File: config.mk
export PLATFORM = sky130hd
export DESIGN_NAME = if_stage
export DESIGN_NICKNAME = d
export VERILOG_FILES = /design/src/rtl/cpu_defs_pkg.sv /design/src/rtl/if_stage.sv
export SDC_FILE = /design/constraint.sdc
export NUM_CORES = 1
export LEC_CHECK = 0
export ABC_AREA = 0
export BUFFER_PORTS_ARGS = -buffer_cell sky130_fd_sc_hd__buf_4
export CAP_MARGIN = 20
export CORE_MARGIN = 5
export CORE_UTILIZATION = 45
export CTS_BUF_LIST = sky130_fd_sc_hd__clkbuf_4
export CTS_CLUSTER_DIAMETER = 40
export DETAILED_ROUTE_END_ITERATION = 10
export HOLD_SLACK_MARGIN = 0.06
export PLACE_DENSITY = 0.72
export SLEW_MARGIN = 10
export SYNTH_ARGS = -nofsm -noshare
export SYNTH_HDL_FRONTEND = slang
export SYNTH_SLANG_ARGS = --single-unit
File: constraint.sdc
create_clock -name clk -period 2.5 [get_ports clk]
set_input_delay 0.25 -clock clk [delete_from_list [all_inputs] [get_ports clk]]
set_output_delay 0.25 -clock clk [all_outputs]
set_load 0.02 [all_outputs]
File: src/rtl/cpu_defs_pkg.sv
// Shared pipeline definitions for the 5-stage LoongArch core (IF/ID/EX reuse these).
package cpu_defs;

    localparam logic [31:0] CPU_RESET_PC  = 32'h1c000000;
    localparam int unsigned IF_ID_BUS_W   = 64;  // {if_pc, if_inst}

endpackage

File: src/rtl/if_stage.sv
// Instruction-fetch stage: next-PC generation, synchronous inst SRAM request,
// IF->ID slot with stall capture of SRAM data and deferred branch redirect.
module if_stage
    import cpu_defs::*;
#(
    parameter logic [31:0] RESET_PC = CPU_RESET_PC
) (
    input  logic        clk,
    input  logic        resetn,
    input  logic        id_allowin,
    input  logic        id_br_taken,
    input  logic [31:0] id_br_target,
    output logic        inst_sram_en,
    output logic [3:0]  inst_sram_we,
    output logic [31:0] inst_sram_addr,
    output logic [31:0] inst_sram_wdata,
    input  logic [31:0] inst_sram_rdata,
    output logic        if_to_id_valid,
    output logic [31:0] if_inst,
    output logic [31:0] if_pc
);

    logic        r_fs_valid;
    logic [31:0] r_fs_pc;
    logic        r_rdata_live;
    logic        r_buf_valid;
    logic [31:0] r_buf_inst;
    logic        r_br_pending;
    logic [31:0] r_br_target;

    logic        w_fs_allowin;
    logic        w_fetch;
    logic [31:0] w_nextpc;

    always_comb begin
        w_fs_allowin = !r_fs_valid || id_allowin;
        w_fetch      = resetn && w_fs_allowin;
        if (id_br_taken)
            w_nextpc = id_br_target;
        else if (r_br_pending)
            w_nextpc = r_br_target;
        else
            w_nextpc = r_fs_pc + 32'd4;
    end

    always_ff @(posedge clk) begin
        if (!resetn) begin
            r_fs_valid   <= 1'b0;
            r_fs_pc      <= RESET_PC - 32'd4;
            r_rdata_live <= 1'b0;
            r_buf_valid  <= 1'b0;
            r_buf_inst   <= '0;
            r_br_pending <= 1'b0;
            r_br_target  <= '0;
        end else if (w_fetch) begin
            r_fs_valid   <= 1'b1;
            r_fs_pc      <= w_nextpc;
            r_rdata_live <= 1'b1;
            r_buf_valid  <= 1'b0;
            r_br_pending <= 1'b0;
        end else if (id_br_taken) begin
            // Redirect while IF cannot accept: drop the slot; the freed slot fetches the target next cycle.
            r_br_pending <= 1'b1;
            r_br_target  <= id_br_target;
            r_fs_valid   <= 1'b0;
            r_buf_valid  <= 1'b0;
        end else if (r_fs_valid && r_rdata_live) begin
            // SRAM data is only valid one cycle after the request; hold it for the rest of the stall.
            r_buf_inst   <= inst_sram_rdata;
            r_buf_valid  <= 1'b1;
            r_rdata_live <= 1'b0;
        end
    end

    assign inst_sram_en    = w_fetch;
    assign inst_sram_we    = 4'h0;
    assign inst_sram_addr  = w_nextpc;
    assign inst_sram_wdata = '0;

    assign if_to_id_valid = resetn && r_fs_valid && !id_br_taken && !r_br_pending;
    assign if_inst        = r_buf_valid ? r_buf_inst : inst_sram_rdata;
    assign if_pc          = r_fs_pc;

endmodule

==> flow_summary.ini, run 1 <==
[outcome]
failed_checks = negative setup slack
outcome = finished, violations left

[die]
boundaryPins = 202
die_y_um = 123
start_util_pct = 45.7
rows = 41
core_mm2 = 0.0125
die_area_mm2 = 0.0151
die_w_um = 123

[synth]
ys_ff_latch = 100
ys_warn_count = 0
synth_cell_types = 64
post_synth_main_area_contributors = dfxtp_1, nand2_1, a21boi_0
synthFlopType = dfxtp_1
syn_inst = 719
postSynth.asyncResetShare_pct = 0
avgSynthCellArea_um2 = 7.95
syn-cell-area_mm2 = 0.00572
synth_area_leader_cell = dfxtp_1
ys_seq_area_share_pct = 35.0
synth_top_cell_area_share_pct = 35.0
synth_edf_count = 0

[critical_path]
crit_arrival_ns = 2.40
start_kind = flop
r2r_cells = 9
cp_max_fo = 9
end_kind = output pin
path_class = flop to output pin
cp_data_required_time_ns = 2.25

[power]
ir_drop_uv = 318
power-per-cell-area_mw_per_mm2 = 508
power.leakage_nw = 3.49
total_power_mw = 4.29

[flow_run]
maxCapViolCount = 0

[sta]
rsz0062_at_grt = true
setup_violations = 12
period_needed_ns = 2.65
fin_crit_sh_pct = 106
worst_pin_slew_ns = 0.545
hold_viol = 0
worst_clock_skew_ns = 0.0147
max_freq_mhz = 378
max-slew-margin-rel_pct = 63.7
fin_ws_ns = -0.145
drv_slew = 0

[global_routing]
grt_antenna_before_repair = 1
overflow = 0
grt_pass1_vias = 5972
grt_first_pass_wirelength_mm = 30.8
track_usage_pct = 25.8
grt_max_degree = 40

[layout]
fin_area_mm2 = 0.00845
drive_gt1_share_pct = 35.8
fill_cells = 1039
layout.nets = 1035
area_growth_pct = 47.9
mostFrequentLayoutCell = buf_4
most-common-layout-cells = buf_4, nand2_1, dfxtp_1, a21boi_0, dlygate4sd3_1

[clock_network]
clock_sinks = 100
ctsLongestPathBuffers = 2
cts_tree = yes
cts.clk_slew.worst_paths_ns = 0.15
clk_latency_ns = 0.50
htree_levels = 3
cts_buffers = 9
cts_root_buf = clkbuf_4

[route]
dr.pass1.iters = 7
detail-route-antenna-nets = 0
vias = 6155
vias_per_cell = 5.38
routedWlPerCell_um = 17.3
drtIter0Drc = 554
totalWireLength_mm = 19.8
drc = 0

[place]
place_hpwl_mm = 13.0
port_buffers = 165
gp_congestion = 0.888
placed_area_mm2 = 0.00709

[min_path]
min_path_cells = 3
hold_path.class = primary input to flop
[cells in the mapped netlist, drive strengths merged, types with 5 or more instances]
| library cell | instances |
|---|---|
| nand2 | 175 |
| dfxtp | 100 |
| a21boi | 67 |
| buf | 47 |
| clkbuf | 43 |
| mux2 | 36 |
| o21ai | 22 |
| nor2 | 19 |
| a21oi | 18 |
| nand4 | 12 |
| inv | 11 |
| nand3 | 11 |
| xnor2 | 11 |
| a31oi | 10 |
| nand2b | 10 |
| nor3 | 10 |
| o22a | 10 |
| a22oi | 7 |
| nor4 | 7 |
| a22o | 6 |
| and3 | 6 |
| and4 | 5 |
| mux2i | 5 |
| nor2b | 5 |
[power by group]
group / total [mW] / internal (mW) / switching [mW] / leakage (nW)
sequential: 1.79 / 1.70 / 0.0984 / 0.819
combinational: 1.58 / 0.727 / 0.855 / 2.60
clock: 0.916 / 0.331 / 0.585 / 0.0733
[timing repair]
item                                    4_1_cts  5_1_grt
hold buffers                                 65        0
gates resized for setup                      67       29
buffers inserted                             18        9
endpoints found under the hold margin        71        0
pin swaps                                    19       24
endpoints found under the setup margin       22       26
[flip-flops by register name (all words and copies together), names as in the netlist]
name / cells
r_buf_valid: 1
r_br_target: 32
r_rdata_live: 1
r_fs_valid: 1
r_buf_inst: 32
r_br_pending: 1
if_pc: 32
[cells by family (layout without fill, tap and decap cells)]
group | after synthesis | after routing | synth area share [%]
AO/OA/AOI/OAI | 182 | 182 | 22.9
flip-flops | 100 | 100 | 35.0
multiplexers | 41 | 41 | 7.97
AND/OR/NAND/NOR | 278 | 278 | 22.5
adder cells (fa/ha/maj) | 1 | 1 | 0.219
buffers and inverters | 102 | 319 | 9.17
other | 1 | 37 | 0.0656
XOR/XNOR | 14 | 14 | 2.14
[through the flow]
| stage | util (%) | cells | TNS [ns] | worst slack, ns | hold slack [ns] |
|---|---|---|---|---|---|
| 2_1_floorplan | - | 754 | 0 | 0.00270 | 0.395 |
| 6_report | 67.5 | 1144 | -0.999 | -0.145 | 0.0886 |
| 4_1_cts | 65.8 | 1133 | -1.02 | -0.162 | 0.0789 |
| 3_3_place_gp | 56.6 | 1034 | 0 | 0.153 | 0.447 |
| 3_5_place_dp | 56.6 | 1034 | 0 | 0.0649 | 0.456 |
| 5_1_grt | 67.5 | 1144 | -2.29 | -0.224 | 0.136 |
[worst max-delay path: stages, from the launching register on]
cell     delay (ns)
dfxtp_4        0.40
buf_4          0.12
and4_4         0.23
nand4_1        0.13
buf_6          0.18
o41a_1         0.45
nor3_2         0.16
o31ai_2        0.08
buf_4          0.16
[final cells by class]
class	instances	area (um2)	area share, %
antenna	1	2.50	0.0296
clock buffer	11	82.6	0.977
clock inverter	5	62.6	0.740
inverter	12	48.8	0.577
multi-input combinational	552	3580	42.4
sequential	100	2060	24.3
tap	172	215	2.55
timing repair buffer	291	2400	28.4
[path summary, 6_finish.rpt]
path / startpoint / end / slack (ns)
max: if_pc[3] / inst_sram_addr[29] / -0.15
min: id_allowin / r_fs_valid / 0.09
max reg2reg: r_fs_valid / r_buf_inst[3] / 0.37
min reg2reg: r_br_target[29] / r_br_target[29] / 0.47
[per-layer routing]
metal	vias to the layer above	track usage, %	routed length (um)
li1	2952	-	-
met1	2936	32.2	8060
met2	230	44.4	9940
met3	37	5.48	1340
met4	0	8.19	466
met5	-	0	0
(Power assumes the default switching activity.)
==> run 2, diff against run 1 <==
==> constraint.sdc (replaced) <==
create_clock -name clk -period 2.7 [get_ports clk]
set_input_delay 0.135 -clock clk [delete_from_list [all_inputs] [get_ports clk]]
set_output_delay 0.135 -clock clk [all_outputs]
set_load 0.02 [all_outputs]
==> flow_summary.ini, run 2 (synthesis results as in run 1) <==
[outcome]
outcome = completed

[route]
vias_per_cell = 5.48
detail-route-antenna-nets = 0
drtIter0Drc = 503
vias = 6144
drc = 0
dr.pass1.iters = 6
totalWireLength_mm = 18.9
routedWlPerCell_um = 16.8

[sta]
fin_crit_sh_pct = 99.3
worst_clock_skew_ns = 0.0176
tns_ns = 0
hold_viol = 0
drv_slew = 0
period_needed_ns = 2.68
worst_pin_slew_ns = 0.747
max_freq_mhz = 373
max-slew-margin-rel_pct = 50.1
setup_violations = 0
rsz0062_at_grt = true

[place]
place_hpwl_mm = 12.9
placed_cells = 1023
port_buffers = 165
gp_congestion = 0.897

[die]
core_mm2 = 0.0125
boundaryPins = 202
rows = 41
start_util_pct = 45.7
die_w_um = 123
die_area_mm2 = 0.0151
die_y_um = 123

[layout]
fin_cells = 1122
drive_gt1_share_pct = 30.9
most-common-layout-cells = buf_4, nand2_1, dfxtp_1, dlygate4sd3_1, a21boi_0
area_growth_pct = 41.5
mostFrequentLayoutCell = buf_4
final_util_pct = 64.6
layout.nets = 1014

[clock_network]
cts_root_buf = clkbuf_4
clk_latency_ns = 0.49
cts_tree = yes
cts_buffers = 9
htree_levels = 3
cts.clk_slew.worst_paths_ns = 0.15
ctsLongestPathBuffers = 2
clock_sinks = 100

[critical_path]
crit_arrival_ns = 2.55
cp_data_required_time_ns = 2.57
path_class = flop to output pin
end_kind = output pin
start_kind = flop
cp_max_fo = 7

[min_path]
hold_path.class = primary input to flop

[global_routing]
track_usage_pct = 24.3
grt_antenna_before_repair = 1
overflow = 0
grt_max_degree = 46
grt_pass1_vias = 5684
grt_first_pass_wirelength_mm = 29.0

[power]
power-per-cell-area_mw_per_mm2 = 479
power.leakage_nw = 3.32
total_power_mw = 3.87
ir_drop_uv = 275

[flow_run]
maxCapViolCount = 0
==> run 2: metrics by stage <==
stage / cell area (um2) / setup slack [ns] / hold WS, ns
after CTS: 7960 / 0.00367 / 0.110
after global placement: 7010 / 0.347 / 0.403
after floorplan: 5850 / 0.250 / 0.280
final: 8090 / 0.0199 / 0.139
after global routing: 8090 / -0.136 / 0.150
after detailed placement: 7010 / 0.299 / 0.413
==> run 2: layout make-up <==
cell class | count | area [um2]
Clock inverter | 5 | 77.6
Timing Repair Buffer | 270 | 2230
Tap cell | 172 | 215
Sequential cell | 100 | 2050
Inverter | 12 | 45.0
Multi-Input combinational cell | 552 | 3400
Clock buffer | 10 | 75.1
Fill cell | 1047 | 4430
Antenna cell | 1 | 2.50
==> run 2: path summary, 6_finish.rpt <==
kind	startpoint	to	slack (ns)	cells after the start
hold / removal	id_br_taken	r_fs_valid	0.14	2
setup / recovery	if_pc[21]	inst_sram_addr[29]	0.02	6
hold reg to reg	r_br_target[22]	r_br_target[22]	0.48	2
setup reg to reg	r_fs_valid	r_br_target[7]	0.21	8
==> run 2: worst max-delay path, stage by stage (launching register included) <==
cell and delay, ns:
dfxtp_1 0.44, and3_2 0.30, nand4_1 0.31, o41a_1 0.52, nor3_1 0.23, o31ai_1 0.09
buf_4 0.18
==> run 2: layer usage <==
metal  routed length [um]  track usage, %
met2                 9290            40.5
met3                 1540            4.47
met1                 7510            30.6
met5                    0               0
met4                  556            10.8
==> run 2: where the power goes <==
group          internal, mW  switching (mW)  total [mW]  leakage (nW)
Sequential             1.57           0.109        1.68         0.818
Combinational         0.589           0.713        1.30          2.42
Clock                 0.378           0.513       0.891        0.0822
==> run 2: timing repair <==
action                     CTS  global route
hold endpoints to repair    87             0
gates resized for setup     15            27
gates cloned                 0             0
buffers inserted             6             4
setup endpoints to repair   13            18
pin swaps                    2             7
hold buffers                72             0
==> run 3, diff against run 2 <==
--- a/config.mk
+++ b/config.mk
@@ -15,5 +15,5 @@
 export DETAILED_ROUTE_END_ITERATION = 10
 export HOLD_SLACK_MARGIN = 0.06
-export PLACE_DENSITY = 0.72
+export PLACE_DENSITY = 0.75
 export SLEW_MARGIN = 10
 export SYNTH_ARGS = -nofsm -noshare
==> constraint.sdc (replaced) <==
create_clock -name clk -period 2.4 [get_ports clk]
set_input_delay 0.6 -clock clk [delete_from_list [all_inputs] [get_ports clk]]
set_output_delay 0.6 -clock clk [all_outputs]
set_load 0.02 [all_outputs]
==> flow_summary.ini, run 3 (synthesis results as in run 1) <==
[die]
start_util_pct = 45.7
rows = 41
die_y_um = 123
boundaryPins = 202
die_w_um = 123
core_mm2 = 0.0125
die_area_mm2 = 0.0151

[power]
p_clk_share_pct = 22.6
p_int_mw = 3.23
combPwrFrac_pct = 39.4
power.leakage_nw = 3.63
p_switching_mw = 1.64
switching_share_pct = 33.7
p_seq_share_pct = 38.0
ir_drop_uv = 267
power-per-cell-area_mw_per_mm2 = 568

[critical_path]
cp_max_fo = 4
timing.rr.start = if_pc[3]
cp_data_required_time_ns = 1.80
end_kind = output pin
r2r-end = if_pc[8]
worst_path_largest_cell_delay_ns = 0.41
crit_chain = ha_4, nand4_1, nor4_4, buf_4, a21o_1, a21oi_2, o31ai_2, buf_4
worst_path_dominant_cell_family = simple AND/OR/NAND/NOR gates
cp_slowest_cell = dfxtp_4
cpMostUsedCell = buf_4
rrSetupSlack_ns = -0.43
crit_arrival_ns = 2.35
path_class = flop to output pin
start_kind = flop
path_buf_inv = 2
r2r_cells = 16

[route]
detail-route-antenna-nets = 0
drc = 0
vias = 6147
totalWireLength_mm = 19.3
routedWlPerCell_um = 16.9
vias_per_cell = 5.39
dr.pass1.iters = 5
drtIter0Drc = 467

[sta]
worst_clock_skew_ns = 0.0185
worst_pin_slew_ns = 0.621
drv_slew = 0
fin_ws_ns = -0.552
rsz0062_at_grt = true
hold_viol = 0
setup_violations = 29
max-slew-margin-rel_pct = 58.6
period_needed_ns = 2.95
fin_crit_sh_pct = 123
max_freq_mhz = 339
tns_ns = -10.52

[layout]
fill_cells = 1015
n_antenna_cell = 0
most-common-layout-cells = buf_4, nand2_1, dfxtp_1, a21boi_0, buf_6
layout.nets = 1032
area_growth_pct = 49.9
mostFrequentLayoutCell = buf_4
drive_gt1_share_pct = 43.5

[global_routing]
overflow = 0
track_usage_pct = 24.6
grt_max_degree = 65
grt_pass1_vias = 5870
grt_first_pass_wirelength_mm = 29.3
grt_antenna_before_repair = 0

[min_path]
hold_end = r_br_target[3]
min_path_cells = 3
hp-start = id_br_target[3]
hold_path.class = primary input to flop

[clock_network]
htree_levels = 3
ctsLongestPathBuffers = 2
clk_latency_ns = 0.47
cts_tree = yes
clock_sinks = 100
cts.clk_slew.worst_paths_ns = 0.16
cts_root_buf = clkbuf_4
cts_buffers = 9

[flow_run]
maxCapViolCount = 0

[outcome]
failed_checks = negative setup slack
outcome = finished, violations left

[place]
port_buffers = 165
gp_congestion = 0.878
post-place-ws_ns = -0.0619
place_hpwl_mm = 12.9
## run 3: through the flow
step / total power, mW / instance area, um2 / cells / utilization, % / hold WS, ns
global route: 5.08 / 8570 / 1140 / 68.5 / 0.355
global placement: 3.37 / 7640 / 1083 / 61.0 / 0.447
CTS: 4.77 / 8390 / 1132 / 67.0 / 0.333
detailed placement: 3.39 / 7640 / 1083 / 61.0 / 0.453
finish: 4.87 / 8570 / 1140 / 68.5 / 0.368
floorplan: 2.78 / 6030 / 754 / - / 0.438
## run 3: power groups by stage
stage                     Sequential (mW)  Combinational, mW  Clock [mW]
final                                1.85               1.92        1.10
after global routing                 1.86               2.04        1.18
after CTS                            1.84               1.79        1.13
after detailed placement             1.88               1.51           0
after global placement               1.87               1.50           0
after floorplan                      1.95              0.829           0
## run 3: worst min-delay path, stage by stage
cell and delay [ns]:
buf_4 0.11, nand2_1 0.04, a21boi_0 0.06
## run 3: repair_timing
action,4_1_cts,5_1_grt
gates resized for setup,75,28
hold buffers,0,0
endpoints found under the hold margin,0,0
pin swaps,43,36
setup endpoints to repair,32,31
buffers inserted,34,11
## run 3: area by class of cell
cell class / count / area [um2] / share of cell area [%]
repair buffers: 288 / 2360 / 27.5
multi-input cells: 552 / 3730 / 43.5
clock buffers: 10 / 75.1 / 0.876
inverters: 12 / 45.0 / 0.526
flip-flops and latches: 100 / 2040 / 23.8
well taps: 172 / 215 / 2.51
clock inverters: 6 / 103 / 1.20
## run 3: routing by layer
metal | wire [um] | track usage [%] | vias to the layer above
met5 | 0 | 0 | -
met4 | 546 | 10.2 | 0
met3 | 1690 | 5.99 | 49
met2 | 9390 | 42.7 | 287
met1 | 7650 | 28.8 | 2877
li1 | - | - | 2934
## run 3: worst max path at each step
stage,slack (ns),start,end,cells past startpoint
finish,-0.55,if_pc[3],inst_sram_addr[20],8
global route,-0.67,if_pc[17],inst_sram_addr[20],8
CTS,-0.57,if_pc[17],inst_sram_addr[20],8
detailed placement,-0.06,if_pc[10],inst_sram_addr[24],5
global placement,-0.06,if_pc[10],inst_sram_addr[24],5
floorplan,-0.01,if_pc[4],inst_sram_addr[29],7
